**src/rtl/fifo_in_ctrl_pkg.sv**
```systemverilog
// fifo_in_ctrl_pkg: shared widths and FSM state encoding for the input FIFO controller
package fifo_in_ctrl_pkg;
  localparam int DATA_W = 32;
  localparam int ADDR_W = 3;
  localparam int DEPTH = 2 ** ADDR_W;
  localparam logic [ADDR_W:0] DEPTH_CNT = (ADDR_W + 1)'(DEPTH);
  typedef enum logic [2:0] {
    INIT,
    NO_OP,
    WRITE,
    WR_ERROR,
    READ,
    RD_ERROR
  } state_t;
endpackage

```
**src/rtl/fifo_in_ctrl_if.sv**
```systemverilog
// fifo_in_ctrl_if: request, register-file and status signals of the input FIFO controller
interface fifo_in_ctrl_if;
  import fifo_in_ctrl_pkg::*;
  logic wr_en;
  logic rd_en;
  logic [DATA_W-1:0] rd_data;
  logic we;
  logic [ADDR_W-1:0] wr_addr;
  logic [ADDR_W-1:0] rd_addr;
  logic [DATA_W-1:0] d_out;
  logic full;
  logic empty;
  logic wr_ack;
  logic wr_err;
  logic rd_ack;
  logic rd_err;
  logic [ADDR_W:0] data_count;
  modport master (
    output wr_en, rd_en, rd_data,
    input we, wr_addr, rd_addr, d_out, full, empty, wr_ack, wr_err, rd_ack, rd_err, data_count
  );
  modport slave (
    input wr_en, rd_en, rd_data,
    output we, wr_addr, rd_addr, d_out, full, empty, wr_ack, wr_err, rd_ack, rd_err, data_count
  );
endinterface

```
**src/rtl/fifo_ptr_cnt.sv**
```systemverilog
// fifo_ptr_cnt: wrap-around pointer counter with increment enable and async active-low clear
module fifo_ptr_cnt #(
  parameter int W = 3
) (
  input  logic         clk,
  input  logic         reset_n,
  input  logic         inc,
  output logic [W-1:0] q
);
  always_ff @(posedge clk or negedge reset_n)
    if (!reset_n) q <= '0;
    else if (inc) q <= q + 1'b1;
endmodule

```
**src/rtl/fifo_in_ctrl.sv**
```systemverilog
// fifo_in_ctrl: push/pop control, pointers, occupancy and Moore ack/err status for the input FIFO
module fifo_in_ctrl
  import fifo_in_ctrl_pkg::*;
(
  input logic clk,
  input logic reset_n,
  fifo_in_ctrl_if.slave bus
);
  state_t state, next_state;
  logic [ADDR_W:0] count;
  logic push, pop;
  assign bus.full = count == DEPTH_CNT;
  assign bus.empty = count == '0;
  // gated by reset_n so no write strobe leaks out while reset is held
  assign push = reset_n & bus.wr_en & ~bus.rd_en & ~bus.full;
  assign pop = reset_n & bus.rd_en & ~bus.wr_en & ~bus.empty;
  assign bus.we = push;
  assign bus.data_count = count;
  assign bus.wr_ack = state == WRITE;
  assign bus.wr_err = state == WR_ERROR;
  assign bus.rd_ack = state == READ;
  assign bus.rd_err = state == RD_ERROR;
  fifo_ptr_cnt #(.W(ADDR_W)) u_tail (.clk(clk), .reset_n(reset_n), .inc(push), .q(bus.wr_addr));
  fifo_ptr_cnt #(.W(ADDR_W)) u_head (.clk(clk), .reset_n(reset_n), .inc(pop), .q(bus.rd_addr));
  always_ff @(posedge clk or negedge reset_n)
    if (!reset_n) begin
      state <= INIT;
      count <= '0;
      bus.d_out <= '0;
    end else begin
      state <= next_state;
      count <= push ? count + 1'b1 : pop ? count - 1'b1 : count;
      if (pop) bus.d_out <= bus.rd_data;
    end
  always_comb begin
    next_state = NO_OP;
    if (bus.wr_en && !bus.rd_en) next_state = bus.full ? WR_ERROR : WRITE;
    else if (bus.rd_en && !bus.wr_en) next_state = bus.empty ? RD_ERROR : READ;
  end
endmodule
```
**src/flat_wrapper.sv**
```systemverilog
// flat-port wrapper written by rule: the top's interface ports become plain ports
module fifo_in_ctrl_flat import fifo_in_ctrl_pkg::*;
  (clk, reset_n, bus_wr_en, bus_rd_en, bus_rd_data, bus_we, bus_wr_addr, bus_rd_addr, bus_d_out, bus_full, bus_empty, bus_wr_ack, bus_wr_err, bus_rd_ack, bus_rd_err, bus_data_count);
  fifo_in_ctrl_if bus_i ();
  input logic clk;
  input logic reset_n;
  input wire logic [$bits(bus_i.wr_en)-1:0] bus_wr_en;
  input wire logic [$bits(bus_i.rd_en)-1:0] bus_rd_en;
  input wire logic [$bits(bus_i.rd_data)-1:0] bus_rd_data;
  output wire logic [$bits(bus_i.we)-1:0] bus_we;
  output wire logic [$bits(bus_i.wr_addr)-1:0] bus_wr_addr;
  output wire logic [$bits(bus_i.rd_addr)-1:0] bus_rd_addr;
  output wire logic [$bits(bus_i.d_out)-1:0] bus_d_out;
  output wire logic [$bits(bus_i.full)-1:0] bus_full;
  output wire logic [$bits(bus_i.empty)-1:0] bus_empty;
  output wire logic [$bits(bus_i.wr_ack)-1:0] bus_wr_ack;
  output wire logic [$bits(bus_i.wr_err)-1:0] bus_wr_err;
  output wire logic [$bits(bus_i.rd_ack)-1:0] bus_rd_ack;
  output wire logic [$bits(bus_i.rd_err)-1:0] bus_rd_err;
  output wire logic [$bits(bus_i.data_count)-1:0] bus_data_count;
  assign bus_i.wr_en = bus_wr_en;
  assign bus_i.rd_en = bus_rd_en;
  assign bus_i.rd_data = bus_rd_data;
  assign bus_we = bus_i.we;
  assign bus_wr_addr = bus_i.wr_addr;
  assign bus_rd_addr = bus_i.rd_addr;
  assign bus_d_out = bus_i.d_out;
  assign bus_full = bus_i.full;
  assign bus_empty = bus_i.empty;
  assign bus_wr_ack = bus_i.wr_ack;
  assign bus_wr_err = bus_i.wr_err;
  assign bus_rd_ack = bus_i.rd_ack;
  assign bus_rd_err = bus_i.rd_err;
  assign bus_data_count = bus_i.data_count;
  fifo_in_ctrl u_core (.clk(clk), .reset_n(reset_n), .bus(bus_i));
endmodule
```
**config.mk**
```make
export PLATFORM = sky130hd
export DESIGN_NAME = fifo_in_ctrl_flat
export DESIGN_NICKNAME = d
export VERILOG_FILES = /design/src/rtl/fifo_in_ctrl_pkg.sv /design/src/rtl/fifo_in_ctrl_if.sv /design/src/rtl/fifo_ptr_cnt.sv /design/src/rtl/fifo_in_ctrl.sv /design/src/flat_wrapper.sv
export SDC_FILE = /design/constraint.sdc
export NUM_CORES = 1
export LEC_CHECK = 0
export BUFFER_PORTS_ARGS = -buffer_cell sky130_fd_sc_hd__buf_2
export CAP_MARGIN = 20
export CORE_UTILIZATION = 47
export CTS_CLUSTER_SIZE = 20
export DETAILED_ROUTE_END_ITERATION = 7
export GPL_ROUTABILITY_DRIVEN = 0
export PLACE_DENSITY_LB_ADDON = 0.15
export SYNTH_ARGS = -nofsm -noshare
export SYNTH_HDL_FRONTEND = slang
export SYNTH_HIERARCHICAL = 1
export SYNTH_SLANG_ARGS = --single-unit
```
**constraint.sdc**
```tcl
create_clock -name clk -period 3.1 [get_ports clk]
set_input_delay 0 -clock clk [delete_from_list [all_inputs] [get_ports clk]]
set_output_delay 0 -clock clk [all_outputs]
set_load 0.1 [all_outputs]
```
## After elaboration in Yosys (flattened, before gate mapping)

Cells that the tools add are included.
W data, S select, Z words.

- Add/sub/neg operators: 4
- Eq/ne operators: 5
- Muxes and demuxes: 6
- Bitwise gates (word level): 10
- Reduce and logical (&&, ||, !) cells: 6

Operators by type and width:

| cell | count |
|---|---|
| $mux W4 | 2 |
| $add A3 B1 Y3 const B | 2 |
| $and A1 B1 Y1 | 6 |
| $eq A3 B2 Y1 const B | 2 |
| $eq A3 B3 Y1 const B | 2 |
| $mux W3 | 2 |
| $add A4 B1 Y4 const B | 1 |
| $eq A4 B4 Y1 const B | 1 |
| $logic_not A4 Y1 | 1 |
| $not A1 Y1 | 4 |
| $sub A4 B1 Y4 const B | 1 |
| $logic_and A1 B1 Y1 | 2 |
| $logic_not A1 Y1 | 2 |
| $mux W1 | 2 |
| $reduce_bool A2 Y1 | 1 |

- Register bits after elaboration: 45
- Input bits: 36
- Output and inout bits: 49
- Logic and storage cells: 36

## Logic depth before layout (Yosys ltp)

- Depth after elaboration: 5
- Gate-level depth with buffers: 8
- Depth with buffers taken out: 8

## By module

The synthesis kept the hierarchy.

By module, submodules not included:

| module | times used | cells an instance | area each (um^2) | seq. area each (um^2) |
|---|---|---|---|---|
| fifo_in_ctrl | 1 | 108 | 1790.5 | 975.9 |
| fifo_ptr_cnt | 2 | 8 | 123.9 | 75.1 |

## Least setup slack after synthesis

OpenSTA, ideal clock, no wires.

- Path kind: register to register
- From: register u_core.count[0], in the netlist u_core/bus.data_count[0]
- To: register u_core.count[3], in the netlist u_core/bus.data_count[3]
- Library setup time: 0.127 ns
- Arrival time: 4.032 ns
- Data required time: 2.973 ns
- Setup slack: -1.059 ns
- Stages on the path, launching flop included: 9
- Buffers on the path: 0
- Clock period less this slack: 4.159 ns
- Path through: dfrtp_1 -> or3_4 -> nor2_1 -> or2_2 -> ha_1 -> a21o_2 -> a21oi_1 -> nor2_1 -> o32a_1

- Cells in the longest elaborated chain, start to end: 4
- Elaborated cells between the ends (all ways): 11
- Those cells by class: add/sub (2); eq/ne (1); mux (2); bitwise (4); reduce/logical (2)

Ends and longest elaborated chain:

| element | RTL line | RTL |
|---|---|---|
| start, declared | fifo_in_ctrl.sv:10 | `logic [ADDR_W:0] count;` |
| start signal, assigned | fifo_in_ctrl.sv:32 | `count <= push ? count + 1'b1 : pop ? count - 1'b1 : count;` |
| $eq A4 B4 Y1 (*) | fifo_in_ctrl.sv:12 | `assign bus.full = count == DEPTH_CNT;` |
| net bus_full | flat_wrapper.sv:14 | `output wire logic [$bits(bus_i.full)-1:0] bus_full;` |
| $not A1 Y1 (*) | fifo_in_ctrl.sv:15 | `assign push = reset_n & bus.wr_en & ~bus.rd_en & ~bus.full;` |
| $and A1 B1 Y1 (*) | fifo_in_ctrl.sv:15 |  |
| $mux W4 / $reduce_bool A2 Y1 (equally long branches) | - |  |

The timed path passes the listed nets; every way through them passes the cells marked *. The select of a mux whose other input is x is not followed.
A chain may end at the register's enable or synchronous reset.

## Worst setup path after layout

- From: input bus_rd_en
- To: register u_core.count[3], in the netlist u_core/bus.data_count[3]

- Cells in the longest elaborated chain, start to end: 4
- Elaborated cells between the ends (all ways): 8
- Those cells by class: mux (1); bitwise (6); reduce/logical (1)

Ends and longest elaborated chain:

| element | RTL line | RTL |
|---|---|---|
| start, declared | flat_wrapper.sv:8 | `input wire logic [$bits(bus_i.rd_en)-1:0] bus_rd_en;` |
| $and A1 B1 Y1 / $not A1 Y1 (equally long branches) | fifo_in_ctrl.sv:16, fifo_in_ctrl.sv:15 |  |
| $and A1 B1 Y1 (on tied branches) (2 in series) | fifo_in_ctrl.sv:16, fifo_in_ctrl.sv:15 |  |
| $reduce_bool A2 Y1 (no line) / $mux W4 (equally long branches) | - |  |

Several ways; a longest one is shown, not always the timed one.

==> results.toml <==
[route]
finalWirelength_mm = 4.508
ant_nets = 0
viasPerCell = 4.829
drc = 0
vias = 1444
dr.first_iter.drc_count = 44
drt_pass1_iterations = 3
wire_per_inst_um = 15.08

[clocking]
tritoncts = "yes"
clk_pin_slew_ns = 0.08
cts_buffer_depth = 2
cts.sinks = 45
cts_resized = 0
clk_latency_ns = 0.29
clock-root-buffer = "clkbuf_8"
htree_levels = 2
numCtsBuffers = 5

[yosys]
synth_seq_area_share_pct = 55.25
syn_inst = 124
ys_seq_elements = 45
syn_area_sq_um = 2038
syn_nets = 165
syn_avg_cell_area_sq_um = 16.44
yosysUniqueCellTypes = 28
yosys_warnings = 6

[worst_setup_path]
worst_setup_path_end_kind = "flop"
reg2reg_slack_ns = 0.61
cp.arrival_ns = 2.68
regToRegEndpoint = "u_core/bus.data_count[3]"
worst-path-max-fanout = 5
timing.rr.start = "u_core/bus.data_count[0]"
required_ns = 3.27
crit_path_start_kind = "input pin"
critPathKind = "input pin to flop"
ff2ff_path_depth = 8

[worst_hold_path]
min_from = "bus_wr_en"
hold_depth = 2
hold_path.class = "input pin to flop"
hold_path_end = "u_core/state[1]"

[floorplan]
start_util_pct = 49.88
core-area_sq_um = 4086
io_pins = 85
die_area_sq_um = 4604
num_rows = 23
die_height_um = 67.85
die-width_um = 67.85

[cells_and_area]
area_growth_pct = 45.12
final_cells = 299
final_util_pct = 72.38
n_antenna_cell = 0
layout_commonest_cell = "buf_2"
final_cell_mix = "buf_2, dfrtp_1, dlygate4sd3_1"
drive_gt1_share_pct = 56.63
final_nets = 289

[global_route]
use_met3_pct = 8.167
grt_pass1_wl_mm = 6.706
grt_max_degree = 48
grtUsageMet1_pct = 22.22
antenna_found_initial = 0
use_met2_pct = 36.14
busiest_layer = "met2"
grt_usage_pct = 20.40
grt-ovfl-total = 0
grt_pass1_vias = 1450

[sta]
finalSetupViolations = 0
fin_skew_ns = 0.006452
max_freq_mhz = 398.2
hold_violations = 0
setup_tns_ns = 0
rsz0062_at_grt = "false"
period_share_pct = 81.00
period_minus_slack_ns = 2.511
relSlewSlack_pct = 60.93
slew_viol_final = 0
tightest_slew_ns = 0.5861

[flow_run]
max_cap_violations = 0

[place]
io_buffers = 84
dp_cells = 257
dp_hpwl_mm = 2.835

[status]
status = "completed"
worst max path at each step:
stage,to,start,cells past startpoint,slack (ns)
3_3_place_gp,u_core/bus.data_count[3],u_core/bus.data_count[0],8,0.75
4_1_cts,u_core/bus.data_count[3],bus_rd_en,10,0.60
3_5_place_dp,u_core/bus.data_count[3],u_core/bus.data_count[0],8,0.63
6_report,u_core/bus.data_count[3],bus_rd_en,10,0.59
2_1_floorplan,u_core/bus.data_count[3],u_core/bus.data_count[0],8,0.02
5_1_grt,u_core/bus.data_count[3],bus_rd_en,10,0.44
through the flow:
stage	worst slack, ns	cell area [sq um]	hold slack [ns]
floorplan	0.02438	2051	-0.2956
global placement	0.7486	2501	0.1675
detailed placement	0.6327	2501	0.1789
CTS	0.5952	2958	0.02251
global route	0.4378	2958	0.03033
finish	0.5889	2958	0.03596
synthesized netlist by cell type, drive strengths merged:
cell type | instances | area share, %
or2 | 1 | 0.31
o22ai | 1 | 0.31
nor3b | 2 | 0.74
nor2 | 4 | 1.9
xnor2 | 5 | 2.1
dfrtp | 45 | 55
nand2 | 6 | 1.1
and3b | 3 | 1.4
o21ai | 1 | 0.25
mux2i | 1 | 0.49
fa | 1 | 0.98
and2 | 1 | 0.37
and2b | 1 | 0.37
ha | 4 | 2.5
nor2b | 1 | 0.31
a21o | 1 | 0.43
mux2 | 35 | 25
or3 | 1 | 0.55
buf | 3 | 2.9
o32a | 1 | 0.49
inv | 2 | 0.37
xor2 | 2 | 0.86
o221ai | 1 | 0.74
a21oi | 1 | 0.25
critical path: stages:
cell and delay, ns:
dlygate4sd3_1 0.53, buf_2 0.13, nor2b_1 0.30, nand2_1 0.14
or2_2 0.35, ha_1 0.32, a21o_2 0.21, a21oi_1 0.28
nor2_1 0.09, o32a_1 0.34
flip-flops by register name, summed over array words and instances, names as in the netlist:
register               flops
u_core/u_head/q            3
u_core/state               3
u_core/u_tail/q            3
u_core/bus.d_out          32
u_core/bus.data_count      4
cell type report:
cell class / instances / area, sq um
sequential: 45 / 1131
fill: 281 / 1129
multi-input combinational: 74 / 852.1
timing repair buffer: 120 / 788.3
clock buffer: 7 / 86.33
tap: 50 / 62.56
clock inverter: 1 / 30.03
inverter: 2 / 7.507
timing repair:
item	4_1_cts	5_1_grt
endpoints found under the hold margin	78	0
hold buffers	34	0
setup buffers	0	0
logic make-up (layout without fill, tap and decap cells):
family	after synthesis	after routing	synth area share [%]
DFF	45	45	55.25
and+or+nand+nor	20	20	6.999
xor gates and xnor gates	7	7	3.008
muxes	36	36	25.54
buffers and inverters	5	130	3.315
adders and majority gates	5	5	3.438
AOI/OAI and AO/OA	6	6	2.455
layer usage:
| metal | share of wire (%) | up-vias |
|---|---|---|
| met2 | 50 | 61 |
| met4 | 0.89 | 0 |
| li1 | - | 677 |
| met3 | 8.3 | 4 |
| met5 | 0 | - |
| met1 | 41 | 702 |
Power is not shown: default switching activity piles up to over one toggle a cycle in this logic, so the estimate is an artifact.
